File: src/rtl/sata_channel_emulator.sv
// Bidirectional fixed-latency SATA channel model with a single-shot error injector.
// Build with SATA_CHANNEL_ERR_INJECT_EN defined to enable the injector.
module sata_channel_emulator #(
   parameter int DATA_WIDTH      = 32,
   parameter int LATENCY         = 4,
   parameter int ERR_COUNT_WIDTH = 16
) (
   input  logic                       clk,
   input  logic                       rst,
   input  logic [DATA_WIDTH-1:0]      h_tx_dout,
   input  logic [DATA_WIDTH/8-1:0]    h_tx_isk,
   input  logic                       h_tx_elec_idle,
   input  logic                       h_tx_comm_reset,
   input  logic                       h_tx_comm_wake,
   output logic [DATA_WIDTH-1:0]      d_rx_din,
   output logic [DATA_WIDTH/8-1:0]    d_rx_isk,
   output logic                       d_rx_elec_idle,
   output logic                       d_comm_reset_detect,
   output logic                       d_comm_wake_detect,
   input  logic [DATA_WIDTH-1:0]      d_tx_dout,
   input  logic [DATA_WIDTH/8-1:0]    d_tx_isk,
   input  logic                       d_tx_elec_idle,
   input  logic                       d_tx_comm_reset,
   input  logic                       d_tx_comm_wake,
   output logic [DATA_WIDTH-1:0]      h_rx_din,
   output logic [DATA_WIDTH/8-1:0]    h_rx_isk,
   output logic                       h_rx_elec_idle,
   output logic                       h_comm_init_detect,
   output logic                       h_comm_wake_detect,
   input  logic                       inject_stb,
   input  logic                       inject_dir,
   input  logic [7:0]                 inject_offset,
   input  logic [DATA_WIDTH-1:0]      inject_mask,
   output logic                       inject_busy,
   output logic                       inject_done,
   output logic [ERR_COUNT_WIDTH-1:0] inject_count
);

   localparam int KW = DATA_WIDTH / 8;

   typedef struct packed {
      logic [DATA_WIDTH-1:0] data;
      logic [KW-1:0]         isk;
      logic                  idle;
      logic                  cres;
      logic                  cwake;
   } stage_t;

   localparam stage_t IDLE_STG = '{data: '0, isk: '0, idle: 1'b1,
                                   cres: 1'b0, cwake: 1'b0};

   stage_t hd_q [LATENCY];
   stage_t hd_d [LATENCY];
   stage_t dh_q [LATENCY];
   stage_t dh_d [LATENCY];
   stage_t hd_out;
   stage_t dh_out;

   logic [DATA_WIDTH-1:0] hd_mask;
   logic [DATA_WIDTH-1:0] dh_mask;

   always_comb begin
      hd_d[0] = '{data: h_tx_dout, isk: h_tx_isk, idle: h_tx_elec_idle,
                  cres: h_tx_comm_reset, cwake: h_tx_comm_wake};
      dh_d[0] = '{data: d_tx_dout, isk: d_tx_isk, idle: d_tx_elec_idle,
                  cres: d_tx_comm_reset, cwake: d_tx_comm_wake};
      for (int i = 1; i < LATENCY; i++) begin
         hd_d[i] = hd_q[i-1];
         dh_d[i] = dh_q[i-1];
      end
   end

   always_ff @(posedge clk or posedge rst) begin
      if (rst) begin
         for (int i = 0; i < LATENCY; i++) begin
            hd_q[i] <= IDLE_STG;
            dh_q[i] <= IDLE_STG;
         end
      end else begin
         hd_q <= hd_d;
         dh_q <= dh_d;
      end
   end

   assign hd_out = hd_q[LATENCY-1];
   assign dh_out = dh_q[LATENCY-1];

`ifdef SATA_CHANNEL_ERR_INJECT_EN
   typedef enum logic {S_IDLE, S_ARMED} state_t;

   state_t                     state_q, state_d;
   logic                       dir_q, dir_d;
   logic [7:0]                 rem_q, rem_d;
   logic [DATA_WIDTH-1:0]      mask_q, mask_d;
   logic [ERR_COUNT_WIDTH-1:0] cnt_q, cnt_d;
   logic                       tgt_active;
   logic                       hit;

   // Only non-idle words in the latched direction advance the offset.
   assign tgt_active = dir_q ? ~dh_out.idle : ~hd_out.idle;
   assign hit = (state_q == S_ARMED) && tgt_active && (rem_q == 8'd0);

   always_ff @(posedge clk or posedge rst) begin
      if (rst) begin
         state_q <= S_IDLE;
         dir_q   <= 1'b0;
         rem_q   <= '0;
         mask_q  <= '0;
         cnt_q   <= '0;
      end else begin
         state_q <= state_d;
         dir_q   <= dir_d;
         rem_q   <= rem_d;
         mask_q  <= mask_d;
         cnt_q   <= cnt_d;
      end
   end

   always_comb begin
      state_d = state_q;
      dir_d   = dir_q;
      rem_d   = rem_q;
      mask_d  = mask_q;
      cnt_d   = cnt_q;
      unique case (state_q)
         S_IDLE: begin
            if (inject_stb) begin
               state_d = S_ARMED;
               dir_d   = inject_dir;
               rem_d   = inject_offset;
               mask_d  = inject_mask;
            end
         end
         S_ARMED: begin
            if (hit) begin
               state_d = S_IDLE;
               if (~&cnt_q) cnt_d = cnt_q + ERR_COUNT_WIDTH'(1);
            end else if (tgt_active) begin
               rem_d = rem_q - 8'd1;
            end
         end
         default: state_d = S_IDLE;
      endcase
   end

   always_comb begin
      inject_busy  = (state_q == S_ARMED);
      inject_done  = hit;
      inject_count = cnt_q;
      hd_mask      = (hit && !dir_q) ? mask_q : '0;
      dh_mask      = (hit && dir_q) ? mask_q : '0;
   end
`else
   logic unused_inject;

   assign unused_inject = ^{inject_stb, inject_dir, inject_offset, inject_mask};
   assign inject_busy   = 1'b0;
   assign inject_done   = 1'b0;
   assign inject_count  = '0;
   assign hd_mask       = '0;
   assign dh_mask       = '0;
`endif

   assign d_rx_elec_idle      = hd_out.idle;
   assign d_rx_din            = hd_out.idle ? '0 : (hd_out.data ^ hd_mask);
   assign d_rx_isk            = hd_out.idle ? '0 : hd_out.isk;
   assign d_comm_reset_detect = hd_out.cres;
   assign d_comm_wake_detect  = hd_out.cwake;

   assign h_rx_elec_idle      = dh_out.idle;
   assign h_rx_din            = dh_out.idle ? '0 : (dh_out.data ^ dh_mask);
   assign h_rx_isk            = dh_out.idle ? '0 : dh_out.isk;
   assign h_comm_init_detect  = dh_out.cres;
   assign h_comm_wake_detect  = dh_out.cwake;

endmodule

File: config.mk
export PLATFORM = sky130hd
export DESIGN_NAME = sata_channel_emulator
export DESIGN_NICKNAME = d
export VERILOG_FILES = /design/src/rtl/sata_channel_emulator.sv
export SDC_FILE = /design/constraint.sdc
export NUM_CORES = 1
export LEC_CHECK = 0
export ABC_AREA = 0
export CAP_MARGIN = 10
export CORE_MARGIN = 1
export CORE_UTILIZATION = 50
export CTS_BUF_LIST = sky130_fd_sc_hd__clkbuf_2
export CTS_CLUSTER_DIAMETER = 30
export DETAILED_ROUTE_END_ITERATION = 12
export GPL_ROUTABILITY_DRIVEN = 0
export GPL_TIMING_DRIVEN = 0
export PLACE_DENSITY = 0.88
export SLEW_MARGIN = 20
export SYNTH_ARGS = -nofsm -noshare
export SYNTH_HDL_FRONTEND = slang
export SYNTH_SLANG_ARGS = --single-unit
File: constraint.sdc
create_clock -name clk -period 14 [get_ports clk]
set_input_delay 2.1 -clock clk [delete_from_list [all_inputs] [get_ports clk]]
set_output_delay 2.1 -clock clk [all_outputs]
set_load 0.01 [all_outputs]
======== After elaboration in Yosys (flattened, before gate mapping) ========
Index checks and enable logic that the tools add are counted.
Widths: inputs -> output; s select.
operators by class
  multiplexer cells ....................... 4
operators with widths
  cell     count
  $mux 32  2
  $mux 4   2
word-level totals
  bits in registers ....................... 312

======== Depth between registers and ports, before layout ========
Gate-level depths: netlist of run 1.
  depth after elaboration ................. 1
  mapped depth ............................ 2
  mapped depth without buffers ............ 1

======== Worst setup path after synthesis of run 1 ========
No wires, ideal clock.
  path type ............................... register to output
  from .................................... register hd_q, in the netlist d_rx_elec_idle
  to ...................................... output port d_rx_din[29]
  arrival time ............................ 863 ps
  data required time ...................... 11900 ps
  slack ................................... 11037 ps
  stages on the path, launching flop included .. 2
  buffers on the path ..................... 0
  cells stage by stage .................... dfstp_2 -> and2b_2
on the way
  cells in the longest elaborated chain, start to end .. 1
RTL lines
  element                            line  source
  from (decl)                        52    stage_t hd_q [LATENCY];
  from (signal, indexed assignment)  76    hd_q[i] <= IDLE_STG;
  from (signal assigned)             80    hd_q <= hd_d;
  $mux 32                            165   assign d_rx_din = hd_out.idle ? '0 : (hd_out.data ^ hd_mask);
  to (decl)                          15    output logic [DATA_WIDTH-1:0] d_rx_din,
No other way between the ends.

======== Final worst setup path of run 1 ========
  from .................................... register dh_q, in the netlist h_rx_elec_idle
  to ...................................... output port h_rx_din[1]
on the way
  cells in the longest elaborated chain, start to end .. 1
RTL lines
  element                 line  source
  from (decl)             54    stage_t dh_q [LATENCY];
  from (signal assigned)  81    dh_q <= dh_d;
  $mux 32                 171   assign h_rx_din = dh_out.idle ? '0 : (dh_out.data ^ dh_mask);
  to (decl)               25    output logic [DATA_WIDTH-1:0] h_rx_din,
No other way between the ends.

==> metrics.md, run 1 <==
| Metric | Value |
|---|---|
| Status | finished, final reports clean |
| Reg2Reg Setup Slack | roughly 13 ns |
| Largest fanout on the critical path | 10 |
| Combinational share of power | 0.057 |
| Final min period | 4.28 ns |
| TritonCTS Buffers | 72 |
| Yosys top cell area share | 0.894 |
| Top cells by area, synth | dfrtp_1, nor2b_1, dfstp_2, buf_4, and2b_2 |
| DRC errors left | 0 |
| First-pass GRT wire length | approximately 21 mm |
| Synthesized instance count | 410 |
| Placed cell area | about 10,000 µm² |
| Largest net degree at the start of global routing | 120 |
| RSZ-0062 raised after global routing | false |
| GRT Overall Usage | 0.163 |
| HP Class | reg2reg |
| Sequential share of power | 0.616 |
| Post-synthesis sequential area ratio | 0.919 |
| Count of cell types in the netlist | 8 |
| Final nets | approximately 800 |
| GR Util met1 | 0.174 |
| Worst slew pin tran | roughly 0.58 ns |
| CTS root buf | clkbuf_2 |
| Layout area overhead | 30.3% |
| Vias per cell | about 4.1 |
| DP Cell Count | between 800 and 900 |
| Die Wd | about 130 µm |
| M3 GR Usage | 0.0613 |
| Synth Cell Area | between 8000 and 9000 µm² |
| Average routed wire per standard cell | between 10 and 15 µm |
| Largest family of logic cells by synthesized area | simple AND/OR/NAND/NOR gates |
| Final Cycle Share | 0.306 |
| Leakage | 5.12 nW |
| CP endpoint kind | primary output |
| H-tree depth | 3 |
| Mux cell area share after synthesis | 0 |
| XOR/XNOR share of the synthesized area | 0 |
| Max Clk Rate | ~0.23 GHz |
| Die ar. | around 18,000 µm² |
| M2 GR Usage | 0.273 |
| Die height | approximately 130 µm |
| FF+latch area | about 8000 µm² |
| GRT busiest layer | met2 |
| Grt total ovfl | 0 |
| Seq cells post-synth | 312 |
| Crit path DAT | 2.18 ns |
| Final instance area | between 10,000 and 15,000 µm² |
| Worst r2r path cells | 0 |
| Vias in the first global route | roughly 4.4k |
| Hold Path Depth | 0 |
| Count leader, synth | dfrtp_1 |
| DR vias | around 3.8k |
| Final HPWL from detailed placement | a little under 9 mm |
| Synth Area in Compound Gates | 0 |
| Final setup viols | 0 |
| Layout cells sized above 1 | 0.227 |
| Worst relative slew slack | 0.615 |
| Internal | roughly 1.2 mW |
| Setup TNS Final | 0 ns |
| Worst Skew | approximately 0.046 ns |
| Core area | roughly 17,000 µm² |
| Power per cell area | around 140 nW/µm² |
| FILL cells | 1,111 |
| EDFF count, synth | 0 |
| Number of detailed-routing iterations run before antenna repair | 4 |
| I/O pin total | 218 |
| CTS tree | built |
| CTS Hold Buffers Added | 0 |
| Max IR drop VDD | about 0.1 mV |
| MaxCap Viol Count | 0 |
| Critical path class | reg2out |
| PostCTS Resize Cnt | 0 |
| R2r startpoint | hd_d[41] |
| Post-CTS Setup Bufs | 0 |
| IO Port Bufs | ~160 |
| Clock Power Share | 0.327 |
| Skew-Pair Late Insertion Delay | 0.77 ns |
| Post-Synth Adder-Cell Area | 0 |
| Post-Syn Area per Cell | a little over 20 µm² |
| Iter 0 DRT Violations | 99 |
| Clk pin slew, worst setup/hold paths | approximately 0.11 ns |
| Max Slew Vio Count | 0 |
| RR Endpoint | hd_d[2] |
| FP Rows | 47 |
| Final Hold Vio Count | 0 |
| Async SR Flop Fraction | 1.00 |
| Hold Slack | ~0.33 ns |
| Switching power | between 0.3 and 0.4 mW |
| Critical path endpoint | h_rx_din[1] |
| Yosys top cell by area | dfrtp_1 |
| Required @ worst endpoint | between 10 and 15 ns |
| Area of the multi-input gates | roughly 550 µm² |
| Worst-case clock buffer depth | 3 |
| Setup crit start kind | register |
| Post-route insts no fill | just over 900 |
| Worst setup path startpoint | h_rx_elec_idle |
| Sw frac | 0.229 |
| Antenna violations before repair | 3 |
| Most common library cells after synthesis | dfrtp_1, nor2b_1, buf_4, and2b_2, dfstp_2 |
| Routed WL | 12.9 mm |
| Starting density of the core | 0.513 |
| Syn. warnings | 0 |
| ANT nets after route | 0 |
| Simple-gate share of the synthesized area | 0.0565 |
| Clock Sinks | between 300 and 400 |
| Top FF cell, synth | dfrtp_1 |
==> kinds of logic (layout without fill, tap and decap cells) <==
kind of cell | count (synthesis) | in the layout
flops | 312 | 312
simple gates | 72 | 72
buf+inv | 25 | 307
other cells | 1 | 21
==> cells in the final DEF, fill, tap and decap left out, drive strengths merged <==
| master | n |
|---|---|
| dfrtp | 304 |
| clkdlybuf4s50 | 157 |
| clkbuf | 109 |
| nor2b | 60 |
| buf | 26 |
| conb | 18 |
| and2b | 12 |
| clkinv | 11 |
| dfstp | 8 |
| inv | 4 |
| diode | 3 |
==> per-stage QoR <==
stage	utilization	setup slack, ns	power [mW]
6_report	0.669	9.72	1.56
4_1_cts	0.668	9.62	1.59
3_5_place_dp	0.632	10.39	1.07
2_1_floorplan	-	3.28	1.01
5_1_grt	0.668	9.58	1.65
3_3_place_gp	0.628	1.24	1.06
==> routing by layer <==
metal / vias to the layer above / wire (µm)
met1: 1895 / 4680
met2: 151 / 6950
met5: - / 0
met4: 0 / 439
li1: 1758 / -
met3: 32 / 866
==> power by group through the flow <==
stage | registers, mW | clock network, mW | logic, mW
final | 0.960 | 0.509 | 0.0892
after global routing | 0.965 | 0.587 | 0.0971
after CTS | 0.962 | 0.533 | 0.0909
after detailed placement | 0.979 | 0 | 0.0906
after global placement | 0.976 | 0 | 0.0852
after floorplan | 0.973 | 0 | 0.0365
==> worst min-delay path by stage <==
stage          startpoint             endpoint  slack (ns)
4_1_cts          hd_d[98]             hd_d[59]        0.33
3_5_place_dp     dh_d[49]             dh_d[10]        0.33
5_1_grt          hd_d[34]           hd_out[34]        0.33
3_3_place_gp     dh_d[40]              dh_d[1]        0.33
2_1_floorplan     hd_d[1]  d_comm_reset_detect        0.33
6_report         dh_d[42]              dh_d[3]        0.33
==> final cells by class <==
| type | instances | share of cell area |
|---|---|---|
| flip-flops and latches | 312 | 0.705 |
| clock buffers | 109 | 0.0492 |
| inverters | 1 | 0.00102 |
| plain buffers | 24 | 0.0183 |
| diodes | 3 | 0.000677 |
| multi-input cells | 90 | 0.0494 |
| clock inverters | 14 | 0.00496 |
| well taps | 220 | 0.0248 |
| repair buffers | 159 | 0.147 |
==> critical path: stages (launching register included) <==
cell	delay [ns]
dfstp_2	0.69
and2b_2	0.26
clkdlybuf4s50_1	0.50
==> flip-flops by register name (all words and copies together), names as in the netlist <==
name / count
dh_d: 117
hd_d: 117
dh_out: 36
hd_out: 36
d_comm_reset_detect: 1
d_comm_wake_detect: 1
d_rx_elec_idle: 1
h_comm_init_detect: 1
h_comm_wake_detect: 1
h_rx_elec_idle: 1
No activity file was read; power rests on OpenSTA's default activity.
==> inputs of run 2 (changes only) <==
==> constraint.sdc (replaced) <==
create_clock -name clk -period 4.03 [get_ports clk]
set_input_delay 0.6045 -clock clk [delete_from_list [all_inputs] [get_ports clk]]
set_output_delay 0.6045 -clock clk [all_outputs]
set_load 0.01 [all_outputs]
==> run 2 against run 1 <==
Flip-flop and latch count unchanged. Hold slack worse by 0.14 ns. Clock power rose to 3.5 times the previous value. Global-route usage up 0.71 points. Sequential share of layout area down 0.83 points. Core utilization up 0.79 points. Total power rose to 3.5 times the previous value. Count of clock-buffer cells in the layout up 3. Non-clock buffer count up 6. Cell area up 1.2%. Critical path type unchanged.
==> metrics.md, run 2 (synthesis results as in run 1) <==
| Metric | Value |
|---|---|
| Reg2Reg Setup Slack | 3.43 ns (-9.97 ns) |
| Area of the multi-input gates | 548 µm² (unchanged) |
| First-pass GRT wire length | 22.0 mm (+3.4%) |
| Clock Sinks | 312 (unchanged) |
| Worst setup path startpoint | d_rx_elec_idle |
| IO Port Bufs | 157 (unchanged) |
| Die height | 132 µm (unchanged) |
| RSZ-0062 raised after global routing | false |
| Post-CTS Setup Bufs | 0 (unchanged) |
| Routed WL | 13.5 mm (+4.2%) |
| GRT Overall Usage | 0.170 (+0.00706) |
| FF+latch area | 7820 µm² (unchanged) |
| Final Cycle Share | 0.691 |
| DR vias | 3,882 (+1.2%) |
| Required @ worst endpoint | 3.43 ns (-8.47 ns) |
| Final setup viols | 0 (unchanged) |
| CTS root buf | clkbuf_2 |
| Hold Slack | 0.190 ns (-0.136 ns) |
| PostCTS Resize Cnt | 0 (unchanged) |
| Leakage | 5.18 nW (+1.1%) |
| Grt total ovfl | 0 (unchanged) |
| Number of detailed-routing iterations run before antenna repair | 4 (unchanged) |
| Commonest non-fill, non-tap cell in the layout | dfrtp_1 |
| Core area | 16,600 µm² (unchanged) |
| DRC errors left | 0 (unchanged) |
| HP Class | in2async |
| R2r startpoint | dh_d[41] |
| DP Cell Count | 812 (+0.74%) |
| Post-route insts no fill | 946 (+1.5%) |
| ANT nets after route | 0 (unchanged) |
| FILL cells | 1,097 (-1.3%) |
| Layout area overhead | 31.9% |
| Final nets | 788 (+0.77%) |
| Setup crit start kind | register |
| Critical path class | reg2out |
| Vias in the first global route | 4,410 (+0.66%) |
| Crit path DAT | 2.18 ns (about the same) |
| Final min period | ~2.8 ns |
| Post-route setup slack | 1.24 ns (-8.48 ns) |
| Placed cell area | 10,600 µm² (+0.97%) |
| Max IR drop VDD | 0.282 mV (+190%) |
| H-tree depth | 3 (unchanged) |
| Layout cells sized above 1 | 0.233 (+0.00593) |
| Critical path endpoint | d_rx_isk[1] |
| TritonCTS Buffers | 72 (unchanged) |
| Max Slew Vio Count | 0 (unchanged) |
| Antenna violations before repair | 6 (+3) |
| Largest net degree at the start of global routing | 42 (-65%) |
| MaxCap Viol Count | 0 (unchanged) |
| CTS Hold Buffers Added | 0 (unchanged) |
| RR Endpoint | dh_d[2] |
| FP Rows | 47 (unchanged) |
| Final HPWL from detailed placement | 9.17 mm (+5.7%) |
| Clk pin slew, worst setup/hold paths | 0.11 ns (about the same) |
| Final instance area | 11,200 µm² (+1.2%) |
| Skew-Pair Late Insertion Delay | 0.73 ns (-0.04 ns) |
| Die ar. | 17,500 µm² (unchanged) |
| Most frequent cells in the layout | dfrtp_1, clkdlybuf4s50_1, clkbuf_2, nor2b_1 |
| Max Clk Rate | 0.359 GHz |
| Vias per cell | 4.10 (-0.30%) |
| Pre-CTS setup slack | 1.74 ns (-8.65 ns) |
| CTS tree | built |
| CP endpoint kind | primary output |
| Power per cell area | 487 nW/µm² (+250%) |
| Worst r2r path cells | 0 (unchanged) |
| Worst-case clock buffer depth | 3 (unchanged) |
| Worst Skew | 0.0329 ns (-0.0127 ns) |
| Status | finished, final reports clean |
| Average routed wire per standard cell | 14.2 µm (+2.6%) |
| Final Hold Vio Count | 0 (unchanged) |
| Iter 0 DRT Violations | 147 (+48%) |
| Largest fanout on the critical path | 10 (unchanged) |
| I/O pin total | 218 (unchanged) |
| Starting density of the core | 0.513 (unchanged) |
| Die Wd | 132 µm (unchanged) |
==> run 2: cell count changes in the layout (fill, tap and decap cells not counted), sizes merged <==
cell	change
buf	+6
clkinv	+4
clkbuf	+3
diode	+2
inv	-2
clkinvlp	+1
==> run 2: where the power goes <==
part           internal (mW)  switching, mW
combinational          0.185          0.138
sequential              3.29         0.0483
clock                  0.731           1.07
==> run 2: per-layer routing <==
metal | wire (µm) | GRT usage | up-vias
met5 | 17 | 0 | -
met4 | 328 | 0.0798 | 2
met3 | 1020 | 0.0824 | 27
met2 | 7290 | 0.285 | 135
met1 | 4810 | 0.183 | 1935
li1 | - | - | 1783
==> run 2: through the flow <==
| step | util | power, mW | TNS, ns |
|---|---|---|---|
| global route | 0.676 | 5.79 | 0 |
| floorplan | - | 3.51 | -219.75 |
| CTS | 0.676 | 5.57 | 0 |
| global placement | 0.628 | 3.69 | -611.38 |
| detailed placement | 0.638 | 3.73 | 0 |
| finish | 0.677 | 5.46 | 0 |
==> run 2: worst min path at each step <==
| stage | to | slack (ns) | cells past startpoint |
|---|---|---|---|
| 2_1_floorplan | d_comm_reset_detect | 0.33 | 0 |
| 3_3_place_gp | hd_d[21] | 0.33 | 0 |
| 3_5_place_dp | dh_d[15] | 0.33 | 0 |
| 4_1_cts | dh_d[94] | 0.09 | 2 |
| 5_1_grt | dh_d[19] | 0.09 | 2 |
| 6_report | dh_d[94] | 0.19 | 2 |
==> run 2: layout make-up <==
type / count / area share
sequential: 312 / 0.697
timing repair buffer: 165 / 0.154
clock buffer: 112 / 0.0500
multi-input combinational: 90 / 0.0488
tap: 220 / 0.0245
buffer: 24 / 0.0181
clock inverter: 17 / 0.00580
antenna: 5 / 0.00112
inverter: 1 / 0.000669
==> run 2: critical path, cell delays in order, from the launching register on <==
cell and delay (ns):
dfstp_2 0.72, and2b_2 0.26, clkdlybuf4s50_1 0.47
==> inputs of run 3 (changes only) <==
==> constraint.sdc (replaced) <==
create_clock -name clk -period 2.6 [get_ports clk]
set_input_delay 0.39 -clock clk [delete_from_list [all_inputs] [get_ports clk]]
set_output_delay 0.39 -clock clk [all_outputs]
set_load 0.01 [all_outputs]
==> run 3 against run 2 <==
Non-clock buffer count grew 59. Hold slack got worse by 0.079 ns. Count of clock-buffer cells in the layout stayed put. Sequential share of layout area shrank 3.3 points. Die area is the same. Cell area increased by 4.9%. Critical path depth up 1. Combinational power increased by 71%.
==> metrics.md, run 3 (synthesis results as in run 1) <==
| Metric | Value |
|---|---|
| Status | finished, final reports clean |
| Largest fanout on the critical path | 5 (-5) |
| Routed WL | 15.6 mm (+16%) |
| Reg2Reg Setup Slack | 1.99 ns (-1.44 ns) |
| Vias per cell | 4.19 (+2.1%) |
| Tot Pwr | 8.58 mW (+57%) |
| Vias in the first global route | 4,730 (+7.3%) |
| Worst r2r path cells | 0 (unchanged) |
| FF+latch area | 7820 µm² (unchanged) |
| Clock Sinks | 312 (unchanged) |
| Final setup viols | 0 (unchanged) |
| Die ar. | 17,500 µm² (unchanged) |
| ANT nets after route | 0 (unchanged) |
| Pre-CTS setup slack | 0.529 ns (-1.22 ns) |
| Iter 0 DRT Violations | 131 (-11%) |
| DR vias | 4,215 (+8.6%) |
| Final Cycle Share | 0.940 |
| Max IR drop VDD | 0.461 mV (+64%) |
| Power per cell area | 729 nW/µm² (+50%) |
| HP Class | in2reg |
| RSZ-0062 raised after global routing | false |
| Commonest non-fill, non-tap cell in the layout | dfrtp_1 |
| TritonCTS Buffers | 72 (unchanged) |
| CTS tree | built |
| Grt total ovfl | 0 (unchanged) |
| Skew-Pair Late Insertion Delay | 0.74 ns (about the same) |
| MaxCap Viol Count | 0 (unchanged) |
| Core Util, Final | 0.710 (+0.0332) |
| Layout area overhead | 38.4% |
| IO Port Bufs | 157 (unchanged) |
| Combinational share of power | 0.064 (+0.005) |
| Worst setup path startpoint | h_rx_elec_idle |
| Crit path DAT | 2.05 ns (-0.13 ns) |
| Hold endpoint | hd_d[106] |
| Die height | 132 µm (unchanged) |
| Sw frac | 0.238 (+0.00756) |
| R2r startpoint | dh_d[41] |
| Final min period | about 2.4 ns |
| Critical path class | reg2out |
| Final nets | 847 (+7.5%) |
| Number of detailed-routing iterations run before antenna repair | 4 (unchanged) |
| Setup crit start kind | register |
| GRT Overall Usage | 0.186 (+0.0159) |
| RR Endpoint | dh_d[2] |
| Area of the multi-input gates | 548 µm² (unchanged) |
| Final instance area | 11,800 µm² (+4.9%) |
| Core area | 16,600 µm² (unchanged) |
| Sequential share of power | 0.603 (-0.008) |
| Clock Power Share | 0.333 (+0.003) |
| Starting density of the core | 0.513 (unchanged) |
| H-tree depth | 3 (unchanged) |
| Final Hold Vio Count | 0 (unchanged) |
| Worst-case clock buffer depth | 3 (unchanged) |
| Max Slew Vio Count | 0 (unchanged) |
| FILL cells | 1,040 (-5.2%) |
| Internal | 6.54 mW (+56%) |
| Max Clk Rate | a little over 0.4 GHz |
| Leakage | 5.82 nW (+12%) |
| Final HPWL from detailed placement | 9.17 mm (unchanged) |
| Largest net degree at the start of global routing | 42 (unchanged) |
| Average routed wire per standard cell | 15.5 µm (+9.0%) |
| Hold Startpoint | h_tx_dout[21] |
| Post-route setup slack | 0.156 ns (-1.09 ns) |
| CP endpoint kind | primary output |
| Die Wd | 132 µm (unchanged) |
| CTS root buf | clkbuf_2 |
| Antenna violations before repair | 6 (unchanged) |
| Worst Skew | 0.0397 ns (+0.00683 ns) |
| Placed cell area | 10,600 µm² (unchanged) |
| I/O pin total | 218 (unchanged) |
| FP Rows | 47 (unchanged) |
| DRC errors left | 0 (unchanged) |
| Clk pin slew, worst setup/hold paths | 0.10 ns (about the same) |
| Hold Path Depth | 1 |
| First-pass GRT wire length | 24.0 mm (+8.7%) |
| Layout cells sized above 1 | 0.222 (-0.0112) |
| Most frequent cells in the layout | dfrtp_1, clkbuf_2, clkdlybuf4s50_1, nor2b_1, dlygate4sd2_1 |
| Required @ worst endpoint | 2.21 ns (-1.22 ns) |
| Switching power | 2.04 mW (+62%) |
run 3: how the worst max path moves through the flow:
| stage | end | cells after the start |
|---|---|---|
| 6_report | h_rx_elec_idle | 3 |
| 3_3_place_gp | hd_out[28] | 2 |
| 5_1_grt | h_rx_elec_idle | 3 |
| 4_1_cts | h_rx_din[1] | 3 |
| 2_1_floorplan | d_comm_reset_detect | 1 |
| 3_5_place_dp | hd_out[29] | 6 |
run 3: final cells by class:
type | count | share of cell area
flip-flops and latches | 312 | 0.664
repair buffers | 224 | 0.194
clock buffers | 112 | 0.0476
multi-input cells | 90 | 0.0466
well taps | 220 | 0.0234
plain buffers | 24 | 0.0172
clock inverters | 17 | 0.00553
diodes | 6 | 0.00128
inverters | 1 | 0.000638
run 3: per-stage QoR:
| stage | TNS [ns] | cells | hold slack (ns) |
|---|---|---|---|
| 3_3_place_gp | -990.61 | 804 | 0.331 |
| 6_report | 0 | 1006 | 0.111 |
| 5_1_grt | 0 | 1002 | -0.00148 |
| 2_1_floorplan | -595.83 | 427 | 0.331 |
| 3_5_place_dp | 0 | 812 | 0.335 |
| 4_1_cts | 0 | 977 | 0.000284 |
run 3: repair_timing:
action,in CTS,in global routing
gates resized for setup,59,15
setup buffers,5,0
endpoints found under the setup margin,72,15
endpoints found under the hold margin,43,23
hold buffers,31,23
run 3: power groups by stage:
stage / sequential (mW) / clock (mW) / combinational, mW
finish: 5.17 / 2.86 / 0.551
global route: 5.19 / 3.27 / 0.599
CTS: 5.17 / 2.94 / 0.529
detailed placement: 5.27 / 0 / 0.510
global placement: 5.26 / 0 / 0.460
floorplan: 5.24 / 0 / 0.197
run 3: worst max-delay path, stage by stage, from the launching register on:
cell and delay (ns):
dfstp_2 0.54, buf_4 0.14, buf_4 0.11, clkdlybuf4s50_1 0.53
run 3: per-layer routing:
metal	wire length [µm]	global-route usage
met5	0	0
met4	419	0.0900
met3	1130	0.0801
met2	8720	0.318
met1	5350	0.199
==> variant (settings of run 2) <==
Put a register stage on the output `h_rx_din`, with the module's reset. The value now appears one clock later. The other outputs are not delayed to match.
--- a/src/rtl/sata_channel_emulator.sv
+++ b/src/rtl/sata_channel_emulator.sv
@@ -169,5 +169,11 @@
 
    assign h_rx_elec_idle      = dh_out.idle;
-   assign h_rx_din            = dh_out.idle ? '0 : (dh_out.data ^ dh_mask);
+   always_ff @(posedge clk or posedge rst) begin
+      if (rst) begin
+         h_rx_din <= '0;
+      end else begin
+         h_rx_din <= dh_out.idle ? '0 : (dh_out.data ^ dh_mask);
+      end
+   end
    assign h_rx_isk            = dh_out.idle ? '0 : dh_out.isk;
    assign h_comm_init_detect  = dh_out.cres;
Formal check against the unedited RTL: not equivalent (Yosys sat finds a counterexample within 10 cycles, from zero or initial values and one cycle with rst high).
==> variant against run 2 <==
- the flow now finishes with violations (DRC)
- via count grew 8.3%
- area after synthesis rose by 9.4%
- design area grew 8.8%
- worst hold slack improved by 0.027 ns
- sequential cell count up 32
- worst setup slack got worse by 0.043 ns
- clock skew grew 0.014 ns
- synthesized cell count rose by 7.8%
- register-to-register slack got worse by 0.46 ns
- routed wire length increased by 8.9%
- total power is 14% higher
- clock power is 22% higher
- final cell count up 5.3%
- sequential share of layout area up 0.92 points
==> variant: results (changes against run 2) <==
maximum number of pins on one net before global-route repair = 39 (was 42)
Main power group = registers (unchanged)
Worst VDD drop = 0.2860 mV (was 0.2820 mV)
top cells by count, synth = dfrtp_1 (336), nor2b_1 (60), buf_4 (18), and2b_2 (12), dfstp_2 (8) (was dfrtp_1 (304), nor2b_1 (60), buf_4 (18), and2b_2 (12), dfstp_2 (8))
Int Pwr = 4812 uW (was 4204 uW)
DRC Markers = 15 (was 0)
Layout Cells excl Fill = 996 (was 946)
CTS Buf Count = 81 (was 72)
Fin Clk Skew = 0.04678 ns (was 0.03291 ns)
DP Worst Slack = 1.643 ns (was 1.744 ns)
Final Net Count = 831 (was 788)
fraction of area in registers = 70.59% (was 69.67%)
clk root buf = clkbuf_2 (unchanged)
Syn Area/Cell = 21.06 um^2 (was 20.75 um^2)
gr usage total = 16.97% (was 17.05%)
vias in the first global route = 4863 (was 4410)
final period utilization = 70.18% (was 69.12%)
status = finished, violations left (was finished, final reports clean)
leakage = 0.005705 uW (was 0.005180 uW)
clk pwr = 2190 uW (was 1800 uW)
routed via count = 4204 (was 3882)
placed insts = 855 (was 812)
top cells by area in the synthesized netlist = dfrtp_1 (90%), nor2b_1 (4.0%), dfstp_2 (2.3%), buf_4 (1.5%), and2b_2 (1.1%) (was dfrtp_1 (89%), nor2b_1 (4.4%), dfstp_2 (2.5%), buf_4 (1.6%), and2b_2 (1.2%))
violated checks = DRC
initial antenna violation count = 1 (was 6)
Layout area overhead = 31.16% (was 31.88%)
clock buf count = 123 (was 112)
non-clk buf share = 16.23% (was 17.24%)
Filler cells = 1164 (was 1097)
Inverters, non-clock = 1 (unchanged)
Die X = 138.4 um (was 132.4 um)
Worst Max-Slew Pin Slew = 0.5749 ns
CTS max path bufs = 3 (unchanged)
Max stage delay on crit path = 0.70 ns (was 0.72 ns)
layout cell share with drive strength beyond 1 = 24.54% (was 23.30%)
Routed WL = 14670 um (was 13480 um)
combinational power share = 5.4% (was 5.9%)
# clock sinks = 344 (was 312)
CP max FO = 10 (unchanged)
Antenna Cells = 1 (was 5)
Pre-antenna DRT Iters = 8 (was 4)
global-route wire length before repair = 24360 um (was 22050 um)
crit path DAT = 2.22 ns (was 2.18 ns)
initial DRC count = 143 (was 147)
Clock-cell share = 6.262% (was 5.575%)
register area share after synthesis = 92.58% (was 91.88%)
HP Class = in2async (unchanged)
H-tree levels = 3 (unchanged)
sw power = 1398 uW (was 1257 uW)
non-clock buffer count = 191 (was 189)
Top delay family on crit path = flip-flops (unchanged)
YS warnings = 0 (unchanged)
area of the multi-input gates = 548.0 um^2 (unchanged)
Skew-Pair Late Insertion Delay = 0.79 ns (was 0.73 ns)
Cell Area, Placed = 0.01144 mm^2 (was 0.01058 mm^2)
HPWL after DPL = 10190 um (was 9171 um)
variant: cell types whose count changed in the layout (fill, tap and decap cells not counted), sizes merged, moves of 3 or more:
cell	before	now
bufinv	0	3
clkbuf	112	123
clkinv	15	9
diode	5	1
dfrtp	304	336
variant: cell families after synthesis:
kind of cell,synth area share (%)
buffers and inverters,2.218
DFF,92.58
other,0.04028
and+or+nand+nor,5.161
variant: worst paths after layout:
check	start	end	slack, ns	cells past startpoint
max	d_rx_elec_idle	d_rx_din[6]	1.20	3
max reg2reg	h_rx_elec_idle	h_rx_din[0]	2.97	1
min in group clk	d_tx_dout[8]	dh_d[93]	0.24	1
min	rst	dh_d[60]	0.22	2
max in group asynchronous	rst	hd_d[11]	2.50	6
min reg2reg	dh_d[43]	dh_d[4]	0.33	0
variant: metal layers:
metal / track usage (%) / vias to the layer above / part of all wire (%)
met5: 0 / - / 0
met4: 11.00 / 0 / 3.6
met3: 5.888 / 35 / 5.6
met2: 29.95 / 143 / 56
met1: 17.05 / 2122 / 35
li1: - / 1904 / -
